===== src/rtl/alu_multicycle.sv =====
// Execute-stage ALU: 1-clock logic/add ops, WIDTH-step unsigned mul/div.
// Ports: clk, rst (async low), start/ready/done handshake, SrcA/SrcB/ALUControl in, ALUResult + VCNZ out.
module alu_multicycle #(
  parameter int WIDTH = 32,
  parameter int CNT_W = 6
) (
  input  logic             clk,
  input  logic             rst,
  input  logic             start,
  input  logic [WIDTH-1:0] SrcA,
  input  logic [WIDTH-1:0] SrcB,
  input  logic [3:0]       ALUControl,
  output logic             ready,
  output logic             done,
  output logic [WIDTH-1:0] ALUResult,
  output logic             V,
  output logic             C,
  output logic             N,
  output logic             Z
);

  localparam logic [CNT_W-1:0] LAST = CNT_W'(WIDTH - 1);

  typedef enum logic [1:0] {
    IDLE,
    ITER,
    DONE
  } state_t;

  state_t state_q, state_d;

  logic [1:0]         op_q;
  logic [CNT_W-1:0]   cnt_q;
  logic [WIDTH-1:0]   opnd_q;
  logic [2*WIDTH-1:0] prod_q;
  logic [WIDTH-1:0]   quo_q;
  logic [WIDTH-1:0]   rem_q;

  logic accept;
  logic load_it;
  logic load_res;
  logic is_it;
  logic last;

  assign is_it = (ALUControl[3:2] == 2'b10);
  assign last  = (cnt_q == LAST);

  // single-cycle datapath, driven straight from the inputs
  logic             is_add, is_sub, is_and;
  logic             is_or, is_xor, is_slt;
  logic [WIDTH-1:0] b_x;
  logic [WIDTH:0]   sum;
  logic             slt;
  logic [WIDTH-1:0] sc_res;
  logic             sc_v, sc_c;

  assign is_add = (ALUControl == 4'b0000);
  assign is_sub = (ALUControl == 4'b0001);
  assign is_and = (ALUControl == 4'b0010);
  assign is_or  = (ALUControl == 4'b0011);
  assign is_xor = (ALUControl == 4'b0100);
  assign is_slt = (ALUControl == 4'b0101);

  assign b_x = is_sub ? ~SrcB : SrcB;
  assign sum = {1'b0, SrcA} + {1'b0, b_x}
             + {{WIDTH{1'b0}}, is_sub};
  assign slt = $signed(SrcA) < $signed(SrcB);

  always_comb begin
    sc_res = '0;
    sc_v   = 1'b0;
    sc_c   = 1'b0;
    unique case (1'b1)
      is_add, is_sub: begin
        sc_res = sum[WIDTH-1:0];
        sc_c   = sum[WIDTH];
        sc_v   = (SrcA[WIDTH-1] == b_x[WIDTH-1])
              && (sum[WIDTH-1] != SrcA[WIDTH-1]);
      end
      is_and: sc_res = SrcA & SrcB;
      is_or:  sc_res = SrcA | SrcB;
      is_xor: sc_res = SrcA ^ SrcB;
      is_slt: sc_res = {{(WIDTH-1){1'b0}}, slt};
      default: sc_res = '0;
    endcase
  end

  // shift-add multiply step: multiplier sits in the low half
  logic [WIDTH:0]     add_hi;
  logic [2*WIDTH-1:0] prod_nx;

  assign add_hi  = {1'b0, prod_q[2*WIDTH-1:WIDTH]}
                 + (prod_q[0] ? {1'b0, opnd_q}
                              : {(WIDTH+1){1'b0}});
  assign prod_nx = {add_hi, prod_q[WIDTH-1:1]};

  // restoring divide step; divisor zero leaves
  // every trial non-negative, giving all-ones / dividend
  logic [WIDTH:0]   shl;
  logic [WIDTH:0]   diff;
  logic [WIDTH-1:0] rem_nx;
  logic [WIDTH-1:0] quo_nx;

  assign shl    = {rem_q, quo_q[WIDTH-1]};
  assign diff   = shl - {1'b0, opnd_q};
  assign rem_nx = diff[WIDTH] ? shl[WIDTH-1:0]
                              : diff[WIDTH-1:0];
  assign quo_nx = {quo_q[WIDTH-2:0], ~diff[WIDTH]};

  logic [WIDTH-1:0] it_res;

  always_comb begin
    it_res = '0;
    unique case (op_q)
      2'b00: it_res = prod_nx[WIDTH-1:0];
      2'b01: it_res = prod_nx[2*WIDTH-1:WIDTH];
      2'b10: it_res = quo_nx;
      2'b11: it_res = rem_nx;
      default: it_res = '0;
    endcase
  end

  logic [WIDTH-1:0] res_d;
  logic             v_d, c_d;

  always_comb begin
    res_d = sc_res;
    v_d   = sc_v;
    c_d   = sc_c;
    if (state_q == ITER) begin
      res_d = it_res;
      v_d   = 1'b0;
      c_d   = 1'b0;
    end
  end

  always_comb begin
    state_d  = state_q;
    accept   = 1'b0;
    load_it  = 1'b0;
    load_res = 1'b0;
    ready    = 1'b0;
    done     = 1'b0;
    unique case (state_q)
      IDLE: begin
        ready = 1'b1;
        if (start) begin
          accept = 1'b1;
          if (is_it) begin
            load_it = 1'b1;
            state_d = ITER;
          end else begin
            load_res = 1'b1;
            state_d  = DONE;
          end
        end
      end
      ITER: begin
        if (last) begin
          load_res = 1'b1;
          state_d  = DONE;
        end
      end
      DONE: begin
        done    = 1'b1;
        state_d = IDLE;
      end
      default: state_d = IDLE;
    endcase
  end

  always_ff @(posedge clk or negedge rst) begin
    if (!rst) begin
      state_q <= IDLE;
    end else begin
      state_q <= state_d;
    end
  end

  always_ff @(posedge clk or negedge rst) begin
    if (!rst) begin
      op_q      <= '0;
      cnt_q     <= '0;
      opnd_q    <= '0;
      prod_q    <= '0;
      quo_q     <= '0;
      rem_q     <= '0;
      ALUResult <= '0;
      V         <= 1'b0;
      C         <= 1'b0;
      N         <= 1'b0;
      Z         <= 1'b0;
    end else begin
      if (accept) begin
        op_q <= ALUControl[1:0];
      end
      if (load_it) begin
        cnt_q  <= '0;
        opnd_q <= ALUControl[1] ? SrcB : SrcA;
        prod_q <= {{WIDTH{1'b0}}, SrcB};
        quo_q  <= SrcA;
        rem_q  <= '0;
      end else if (state_q == ITER) begin
        cnt_q  <= cnt_q + CNT_W'(1);
        prod_q <= prod_nx;
        quo_q  <= quo_nx;
        rem_q  <= rem_nx;
      end
      if (load_res) begin
        ALUResult <= res_d;
        V         <= v_d;
        C         <= c_d;
        N         <= res_d[WIDTH-1];
        Z         <= ~|res_d;
      end
    end
  end

endmodule

===== config.mk =====
export PLATFORM = sky130hd
export DESIGN_NAME = alu_multicycle
export DESIGN_NICKNAME = d
export VERILOG_FILES = /design/src/rtl/alu_multicycle.sv
export SDC_FILE = /design/constraint.sdc
export NUM_CORES = 1
export LEC_CHECK = 0
export ABC_AREA = 1
export BUFFER_PORTS_ARGS = -buffer_cell sky130_fd_sc_hd__buf_2
export CORE_ASPECT_RATIO = 0.9
export CORE_MARGIN = 4
export CORE_UTILIZATION = 35
export CTS_CLUSTER_DIAMETER = 80
export DETAILED_ROUTE_END_ITERATION = 8
export SLEW_MARGIN = 40
export SYNTH_ARGS = -nofsm -noshare
export SYNTH_HDL_FRONTEND = slang
export SYNTH_SLANG_ARGS = --single-unit
export TNS_END_PERCENT = 30

===== constraint.sdc =====
create_clock -name clk -period 4.73 [get_ports clk]
set_clock_uncertainty 0.15 [all_clocks]
set_input_delay 0.473 -clock clk [delete_from_list [all_inputs] [get_ports clk]]
set_output_delay 0.473 -clock clk [all_outputs]
set_load 0.01 [all_outputs]

* Word level (Yosys, flattened, before mapping)
Index checks and enable logic that the tools add are counted.
W data, S select, Z words.
** Word-level totals
- Bits in registers :: 206
- Input port bits :: 71
- Output and inout bits :: 38
- Logic and storage cells :: 82
** Operators by class
- Add/sub/neg operators :: 5
- $lt $le $gt $ge :: 1
- Equality and inequality tests :: 16
- Mux-type cells :: 34
- Bitwise logic cells :: 5
- Reduce and logical (&&, ||, !) cells :: 9
** Operator list (count)
- $mux W32 :: 9
- $pmux W32 S5 :: 1
- $mux W64 :: 2
- $pmux W32 S4 :: 1
- $add A32 B32 Y33 :: 2
- $add A33 B1 Y33 :: 1
- $sub A33 B32 Y33 :: 1
- $and A32 B32 Y32 :: 1
- $lt A32 B32 Y1 :: 1
- $not A32 Y32 :: 1
- $or A32 B32 Y32 :: 1
- $reduce_or A32 Y1 :: 1
- $xor A32 B32 Y32 :: 1
- $mux W1 :: 14
- $mux W6 :: 2
- $eq A2 B2 Y1 const B :: 4
- $eq A4 B2 Y1 const B :: 2
- $eq A4 B3 Y1 const B :: 2
- $add A6 B1 Y6 const B :: 1
- $eq A6 B5 Y1 const B :: 1
- $mux W2 :: 3
- $eq A2 B1 Y1 const B :: 2
- $eq A4 B1 Y1 const B :: 1
- $logic_not A2 Y1 :: 2
- other kinds (12) :: 13

* Longest topological paths before layout
Gate-level depths: netlist of the first run.
- Depth after elaboration :: 8
- Gate-level depth with buffers :: 27
- Mapped depth without buffers :: 27

* Worst setup path before layout of the first run
Ideal clock, no wire load.
- Path kind :: input -> register
- From :: input port ALUControl[0]
- To :: register Z
- Setup time :: 66 ps
- Data arrival time :: 3320 ps
- Required time :: 4514 ps
- Setup slack :: 1195 ps
- Stages on the path :: 22
- Path buffers :: 1
- Cells stage by stage :: inv_1 > nor2_1 > nand2_1 > buf_1 > xor2_1 > ha_1 > a21oi_1 > nand2_1 > a21boi_0 > o21ai_1 > nand2_1 > nand2_1 > or2_2 > nand3_1 > nand2_1 > nand2_1 > nand2_1 > nor2_1 > nand2_1 > nor2_1 > nand3_1 > nand2_1
** Between the ends
- Word-level cells in the longest chain between the ends :: 8
- Elaborated cells between the ends (all ways) :: 14
- Those cells by class :: 2 x add/sub; 5 x eq/ne; 3 x mux; 4 x reduce/logical
** Ends and longest elaborated chain
- start: declaration :: line 12 : input logic [3:0] ALUControl,
- $eq A4 B1 Y1 :: line 58 : assign is_sub = (ALUControl == 4'b0001);
- $mux W32 :: line 64 : assign b_x = is_sub ? ~SrcB : SrcB;
- $add A32 B32 Y33 :: line 65 : assign sum = {1'b0, SrcA} + {1'b0, b_x}
- $add A33 B1 Y33 :: line 66 : + {{WIDTH{1'b0}}, is_sub};
- $pmux W32 S5 (*) :: line 73 : unique case (1'b1)
- $mux W32 (*) :: line 130 : if (state_q == ITER) begin
- $reduce_or A32 Y1 (*) :: line 214 : Z <= ~|res_d;
- $logic_not A1 Y1 (*) :: line 214
- end signal: assignment :: line 214
- end: declaration :: line 19 : output logic Z
Mark *: on every way between the ends. The rest lies on a longest branch, timed or not.
A chain may end at the register's enable or synchronous reset.

* Final worst setup path of the first run
- From :: register quo_q[31]
- To :: register Z
** Between the ends
- Word-level cells in the longest chain between the ends :: 6
- Elaborated cells between the ends (all ways) :: 7
- Those cells by class :: 1 x add/sub; 3 x mux; 1 x bitwise; 2 x reduce/logical
** Ends and longest elaborated chain
- start: declaration :: line 36 : logic [WIDTH-1:0] quo_q;
- start signal: assignment :: line 201 : quo_q <= SrcA;
- start signal: assignment :: line 206 : quo_q <= quo_nx;
- $sub A33 B32 Y33 :: line 105 : assign diff = shl - {1'b0, opnd_q};
- $mux W32 / $not A1 Y1 (equally long branches) :: line 106, 108
- $pmux W32 S4 (*) :: line 114 : unique case (op_q)
- $mux W32 (*) :: line 130
- $reduce_or A32 Y1 (*) :: line 214
- $logic_not A1 Y1 (*) :: line 214
Marks and branches as above.

==> qor.yml, run 1 <==
status: "finished clean"
cts_buffers: 25
yosysMostFrequentCell: "nand2_1"
antenna_found_initial: 1
swShare_pct: 53.21
synth_warnings: 0
ys.flop_type: "dfrtp_1"
drive_gt1_share_pct: 8.214
rsz0062_at_grt: "no"
cellPowerDensity_nw_per_um2: 639.2
async_reset_ff_share_pct: 100.0
synthTopCellsByArea: "dfrtp_1, nand2_1, ha_1"
nFillCells: 5806
critPathKind: "reg -> reg"
portBuffers: 108
finalCritPeriodShare_pct: 85.20
p_clk_share_pct: 14.7
min_to: "prod_q[4]"
hold_viol_final: 0
cap_violations: 0
holdPathStages: 3
cts_tree: "yes"
start_util_pct: 35.53
synthTopCellsByCount: "nand2_1, inv_1, nor2_1"
clk_latency_ns: 0.55
dieArea_um2: 59290
grt_max_degree: 101
synth_top_cell_by_area: "dfrtp_1"
cts_root_buf: "clkbuf_16"
wire_per_inst_um: 19.98
antenna_cells: 0
grt_pass1_wl_um: 113400
dp_hpwl_um: 58870
power_frac_comb_pct: 63.0
finalNetCount: 3250
post_cts_buffers: 0
start_kind: "flip-flop"
first_global_vias: 18860
slew_headroom_pct: 41.73
cts.repair.resized: 0
vias: 19940
final_antenna_net_count: 0
worstPathMaxFanout: 23
cts.sinks: 205
pwr-share-seq_pct: 22.4
die_x_um: 256.2
die_y_um: 231.4
r2r_start: "quo_q[31]"
r2r_end: "Z"
leakagePower_uw: 0.01115
holdWs_ns: 0.03806
fin_crit_ns: 4.030
drv_slew: 0
core_um2: 54630
crit_path_end_kind: "flip-flop"
drc: 0
synth.avg_cell_area_um2: 6.676
synth_cell_types: 56
yosysTopAreaCellShare_pct: 26.43
gp_congestion: 0.9962
routed_via_density: 5.390
drt-pass1-iter-count: 8
ys_ff_latch: 205
clkTransAtPathRegs_ns: 0.06
setup_violations: 0
fin_setup_tns_ns: 0
grt-ovfl-total: 0
crit_required_ns: 5.07
mappedNetlistArea_um2: 19410
hp-start: "SrcB[4]"
drt_iter0_markers: 1940
ios: 109
min_path_type: "in -> reg"
ir_worst_vdd_mv: 0.5745
synthToLayoutAreaGrowth_pct: 11.08
cp.arrival_ns: 4.37
num_rows: 81
worst_pin_slew_ns: 0.8687
internal-power_uw: 6448
clockBufferDepth: 3
htree_levels: 1
synth_cells: 2907
routed_wl_um: 73930
clock.fmax_mhz: 248.2
rrSetupSlack_ns: 0.70
synth_edf_count: 0
syn_nets: 3181
worst-r2r-cell-count: 23
switching_power_uw: 7333
grt_usage_pct: 24.17
ys_seq_area_share_pct: 26.43
==> worst max-delay path by stage <==
stage,start,cells past startpoint,to
2_1_floorplan,ALUControl[0],22,Z
3_3_place_gp,ALUControl[3],23,Z
3_5_place_dp,ALUControl[3],21,Z
4_1_cts,quo_q[31],23,Z
5_1_grt,quo_q[31],23,Z
6_report,quo_q[31],23,Z
==> worst max-delay path: stages (launching register included) <==
cell	delay, ns
dfrtp_1	0.41
inv_1	0.11
ha_1	0.16
inv_1	0.07
fa_1	0.41
nand2_1	0.09
nand2_1	0.10
nand3_1	0.13
nand2_2	0.12
nand2_2	0.09
nand2_2	0.07
nand2_2	0.10
nand3_1	0.14
nand2_4	0.32
nand2_1	0.12
nand3_1	0.12
nand2_1	0.06
a21boi_0	0.21
nand2_1	0.11
nor2_1	0.21
nand2_1	0.11
nor2_1	0.36
nand3_1	0.13
nand2_1	0.07
==> per-stage QoR <==
stage                     cell area [um2]  power [uW]  std cells  setup WS [ns]  utilization (%)
after floorplan                     19410        9057       2907          1.195                -
after global placement              20690       11550       3652         0.2556            37.88
after detailed placement            20710       11580       3653         0.3288            37.92
after CTS                           21560       13650       3700         0.7881            39.46
after global routing                21560       14970       3700         0.3567            39.46
final                               21560       13780       3700         0.7002            39.46
==> layout by cell type (no fill, tap or decap), types with 7 or more instances in the layout <==
cell,count
ha_1,200
a21oi_1,173
a32o_1,12
a21boi_0,7
or2_2,14
nor3_1,20
nand2_1,727
a31oi_1,25
nor4_1,8
o221ai_1,13
nand2_2,20
buf_4,30
dfrtp_1,205
a221oi_1,14
buf_2,107
nor2_1,240
clkbuf_16,25
a22oi_1,50
o22ai_1,16
o211ai_1,40
o21a_1,8
nand4_1,19
a22o_1,13
nand3b_1,15
inv_1,440
nand3_1,161
o21ai_0,237
xor2_1,43
o21bai_1,16
xnor2_1,20
==> logic make-up after synthesis <==
group	synth area share (%)
and+or+nand+nor	26.81
AOI/OAI and AO/OA	19.80
buffers and inverters	10.91
DFF	26.43
adders and majority gates	13.20
xor gates and xnor gates	2.843
==> timing repair <==
action | CTS | global route
hold endpoints to repair | 55 | 0
hold buffers | 1 | 0
endpoints found under the setup margin | 0 | 0
==> metal layers <==
layer	track usage, %	vias up	wire (um)	part of all wire, %
met2	36.85	682	31060	42
met3	2.764	113	4931	6.7
li1	-	9691	-	-
met1	36.50	9454	35950	49
met4	5.690	2	1987	2.7
met5	0	-	7	0.0095
==> layout make-up <==
class                      instances  area, um2  share of cell area, %
inverter                         450       1692                  7.847
clock buffer                      37      730.7                  3.389
multi-input combinational       2153      12190                  56.56
sequential                       205       5130                  23.80
clock inverter                     9      105.1                 0.4875
timing repair buffer             141      825.8                  3.831
tap                              705      882.1                  4.092
==> power groups by stage <==
stage	clock, uW	sequential [uW]	combinational [uW]
floorplan	0	2940	6110
global placement	0	3080	8470
detailed placement	0	3080	8500
CTS	2040	3060	8550
global route	2110	3160	9700
finish	2020	3080	8680
==> state kept, by name, summed over array words and instances, names as in the netlist <==
name / count
ALUResult: 32
opnd_q: 32
C: 1
Z: 1
quo_q: 32
rem_q: 32
op_q: 2
V: 1
prod_q: 64
cnt_q: 6
state_q: 2
(Power assumes the default switching activity.)
==> inputs of run 2 (changes only) <==
==> constraint.sdc (replaced) <==
create_clock -name clk -period 3.3 [get_ports clk]
set_clock_uncertainty 0.15 [all_clocks]
set_input_delay 0.33 -clock clk [delete_from_list [all_inputs] [get_ports clk]]
set_output_delay 0.33 -clock clk [all_outputs]
set_load 0.01 [all_outputs]
==> qor.yml, run 2 (synthesis results as in run 1) <==
core_um2: 54630  # unchanged
ir_worst_vdd_mv: 1.015  # was 0.5745 mV
final_cell_mix: "nand2_1, buf_4, inv_1, o21ai_0, nor2_1"  # was nand2_1, inv_1, nor2_1, o21ai_0, dfrtp_1
die_x_um: 256.2  # unchanged
routed_wl_um: 78470  # was 73930 um
cts_root_buf: "clkbuf_16"  # unchanged
gp_congestion: 0.9876  # was 0.9962
slew_headroom_pct: 46.03  # was 41.73%
violations: "setup timing"
leakagePower_uw: 0.01368  # was 0.01115 uW
drt_iter0_markers: 2221  # was 1940
routed_via_density: 5.191  # was 5.390
wire_per_inst_um: 18.66  # was 19.98 um
cp.arrival_ns: 3.78  # was 4.37 ns
drt-pass1-iter-count: 6  # was 8
clockBufferDepth: 3  # unchanged
cts.sinks: 205  # unchanged
rsz0062_at_grt: "yes"  # was no
cap_violations: 0  # unchanged
regMostFlops: "prod_q"  # unchanged
num_rows: 81  # unchanged
r2r_end: "Z"  # unchanged
vias: 21830  # was 19940
worst-r2r-cell-count: 24  # was 23
clk_latency_ns: 0.56  # was 0.55 ns
antenna_found_initial: 1  # unchanged
finalCritPeriodShare_pct: 103.8  # was 85.20%
grt-ovfl-total: 0  # unchanged
drc: 0  # unchanged
grt_usage_pct: 25.65  # was 24.17%
r2r_start: "quo_q[31]"  # unchanged
cts_buffers: 26  # was 25
drive_gt1_share_pct: 22.77  # was 8.214%
worstPathMaxFanout: 7  # was 23
dieArea_um2: 59290  # unchanged
holdPathStages: 3  # unchanged
setup_violations: 1  # was 0
nFillCells: 5601  # was 5806
drv_slew: 0  # unchanged
clkTransAtPathRegs_ns: 0.07  # was 0.06 ns
path_buf_inv: 3  # was 2
final_antenna_net_count: 0  # unchanged
cts_tree: "yes"  # unchanged
synthToLayoutAreaGrowth_pct: 34.42  # was 11.08%
status: "finished with violations"  # was finished clean
first_global_vias: 20890  # was 18860
dp_hpwl_um: 61990  # was 58870 um
finalNetCount: 3758  # was 3250
fin_setup_tns_ns: -0.1265  # was 0 ns
grt_pass1_wl_um: 120300  # was 113400 um
start_util_pct: 35.53  # unchanged
crit_start: "quo_q[31]"  # unchanged
slowest_delay_ns: 0.41  # about the same
worst_pin_slew_ns: 0.8046  # was 0.8687 ns
crit_path_end_kind: "flip-flop"  # unchanged
rrSetupSlack_ns: -0.13  # was 0.70 ns
cellPowerDensity_nw_per_um2: 923.3  # was 639.2 nW/um2
largest_register_ffs: 64  # unchanged
min_to: "quo_q[29]"  # was prod_q[4]
start_kind: "flip-flop"  # unchanged
die_y_um: 231.4  # unchanged
clock.fmax_mhz: 291.8  # was 248.2 MHz
cp_top_family: "simple AND/OR/NAND/NOR gates"  # unchanged
ios: 109  # unchanged
hold_viol_final: 0  # unchanged
min_path_type: "in -> reg"  # unchanged
hp-start: "SrcA[29]"  # was SrcB[4]
htree_levels: 1  # unchanged
critPathKind: "reg -> reg"  # unchanged
antenna_cells: 0  # unchanged
final_common_cell: "nand2_1"  # unchanged
critPathSlowestCell: "dfrtp_1"  # unchanged
grt_max_degree: 90  # was 101
fin_crit_ns: 3.426  # was 4.030 ns
worstPathCellList: "inv_2 > ha_4 > inv_2 > fa_2 > nand2_2 > nand2_2 > nand3_2 > nand2_4 > nand2_2 > nand2_2 > nand2_4 > nand3_4 > buf_12 > nand2_8 > nand2_1 > nand3_1 > nand2_1 > nand2_1 > nand3_2 > nor2_1 > nand3_1 > nor2_2 > nand3_1 > nand2_1"  # was inv_1 > ha_1 > inv_1 > fa_1 > nand2_1 > nand2_1 > nand3_1 > nand2_2 > nand2_2 > nand2_2 > nand2_2 > nand3_1 > nand2_4 > nand2_1 > nand3_1 > nand2_1 > a21boi_0 > nand2_1 > nor2_1 > nand2_1 > nor2_1 > nand3_1 > nand2_1
fin_util_pct: 47.76  # was 39.46%
portBuffers: 108  # unchanged
crit_required_ns: 3.65  # was 5.07 ns
fin_ws_ns: -0.1265  # was 0.7002 ns
[run 2: cell types whose count changed in the layout (fill, tap and decap cells not counted), sizes merged]
cell,change
clkbuf,-3
clkinv,-1
bufinv,+2
dlygate4sd3,+42
nand2,+1
buf,+464
[run 2: worst reg2reg max path, stage by stage, from the launching register on]
cell and delay (ns):
dfrtp_1 0.41, inv_2 0.09, ha_4 0.13, inv_2 0.04, fa_2 0.36, nand2_2 0.08
nand2_2 0.07, nand3_2 0.09, nand2_4 0.07, nand2_2 0.08, nand2_2 0.07, nand2_4 0.12
nand3_4 0.14, buf_12 0.18, nand2_8 0.09, nand2_1 0.10, nand3_1 0.08, nand2_1 0.08
nand2_1 0.11, nand3_2 0.22, nor2_1 0.23, nand3_1 0.12, nor2_2 0.11, nand3_1 0.08
nand2_1 0.06
[run 2: how the worst max path moves through the flow]
stage | endpoint | slack (ns) | depth (start not counted)
final | Z | -0.13 | 24
after detailed placement | Z | -0.52 | 23
after CTS | Z | -0.01 | 20
after floorplan | Z | 0.03 | 26
after global routing | Z | -0.29 | 23
after global placement | Z | -0.58 | 23
[run 2: area by class of cell]
| type | instances | area (um2) | area share (%) |
|---|---|---|---|
| timing repair buffer | 647 | 4855 | 18.61 |
| clock buffer | 34 | 752.0 | 2.882 |
| tap | 705 | 882.1 | 3.381 |
| clock inverter | 10 | 166.4 | 0.6379 |
| multi-input combinational | 2154 | 12610 | 48.34 |
| inverter | 450 | 1692 | 6.484 |
| sequential | 205 | 5131 | 19.67 |
[run 2: timing repair]
item,4_1_cts,5_1_grt
resized for setup,71,38
pin swaps,22,3
cloned,1,0
setup endpoints to repair,6,20
hold buffers,43,0
hold endpoints to repair,117,0
buffers inserted,33,1
[run 2: stage by stage]
step	worst slack [ns]	cells	hold WS [ns]	total power, uW	area, um2
2_1_floorplan	0.03387	2907	-0.1156	12980	19410
3_3_place_gp	-0.5800	4085	0.2392	19570	24070
3_5_place_dp	-0.5207	4085	0.2423	19680	24070
4_1_cts	-0.01110	4206	0.001891	23690	25980
5_1_grt	-0.2873	4205	0.01145	25930	26090
6_report	-0.1265	4205	0.0007855	24090	26090
[run 2: where the power goes]
group / internal, uW / total (uW) / switching [uW]
Combinational: 6910 / 16500 / 9610
Clock: 1910 / 3140 / 1230
Sequential: 3620 / 4430 / 803
Total: 12400 / 24100 / 11600
[run 2: routing by layer]
layer	up-vias	wire, um	global-route usage [%]
met5	-	0	0
met4	0	2477	7.044
met3	117	5860	4.173
met2	817	33370	39.16
met1	10170	36770	37.53
li1	10720	-	-
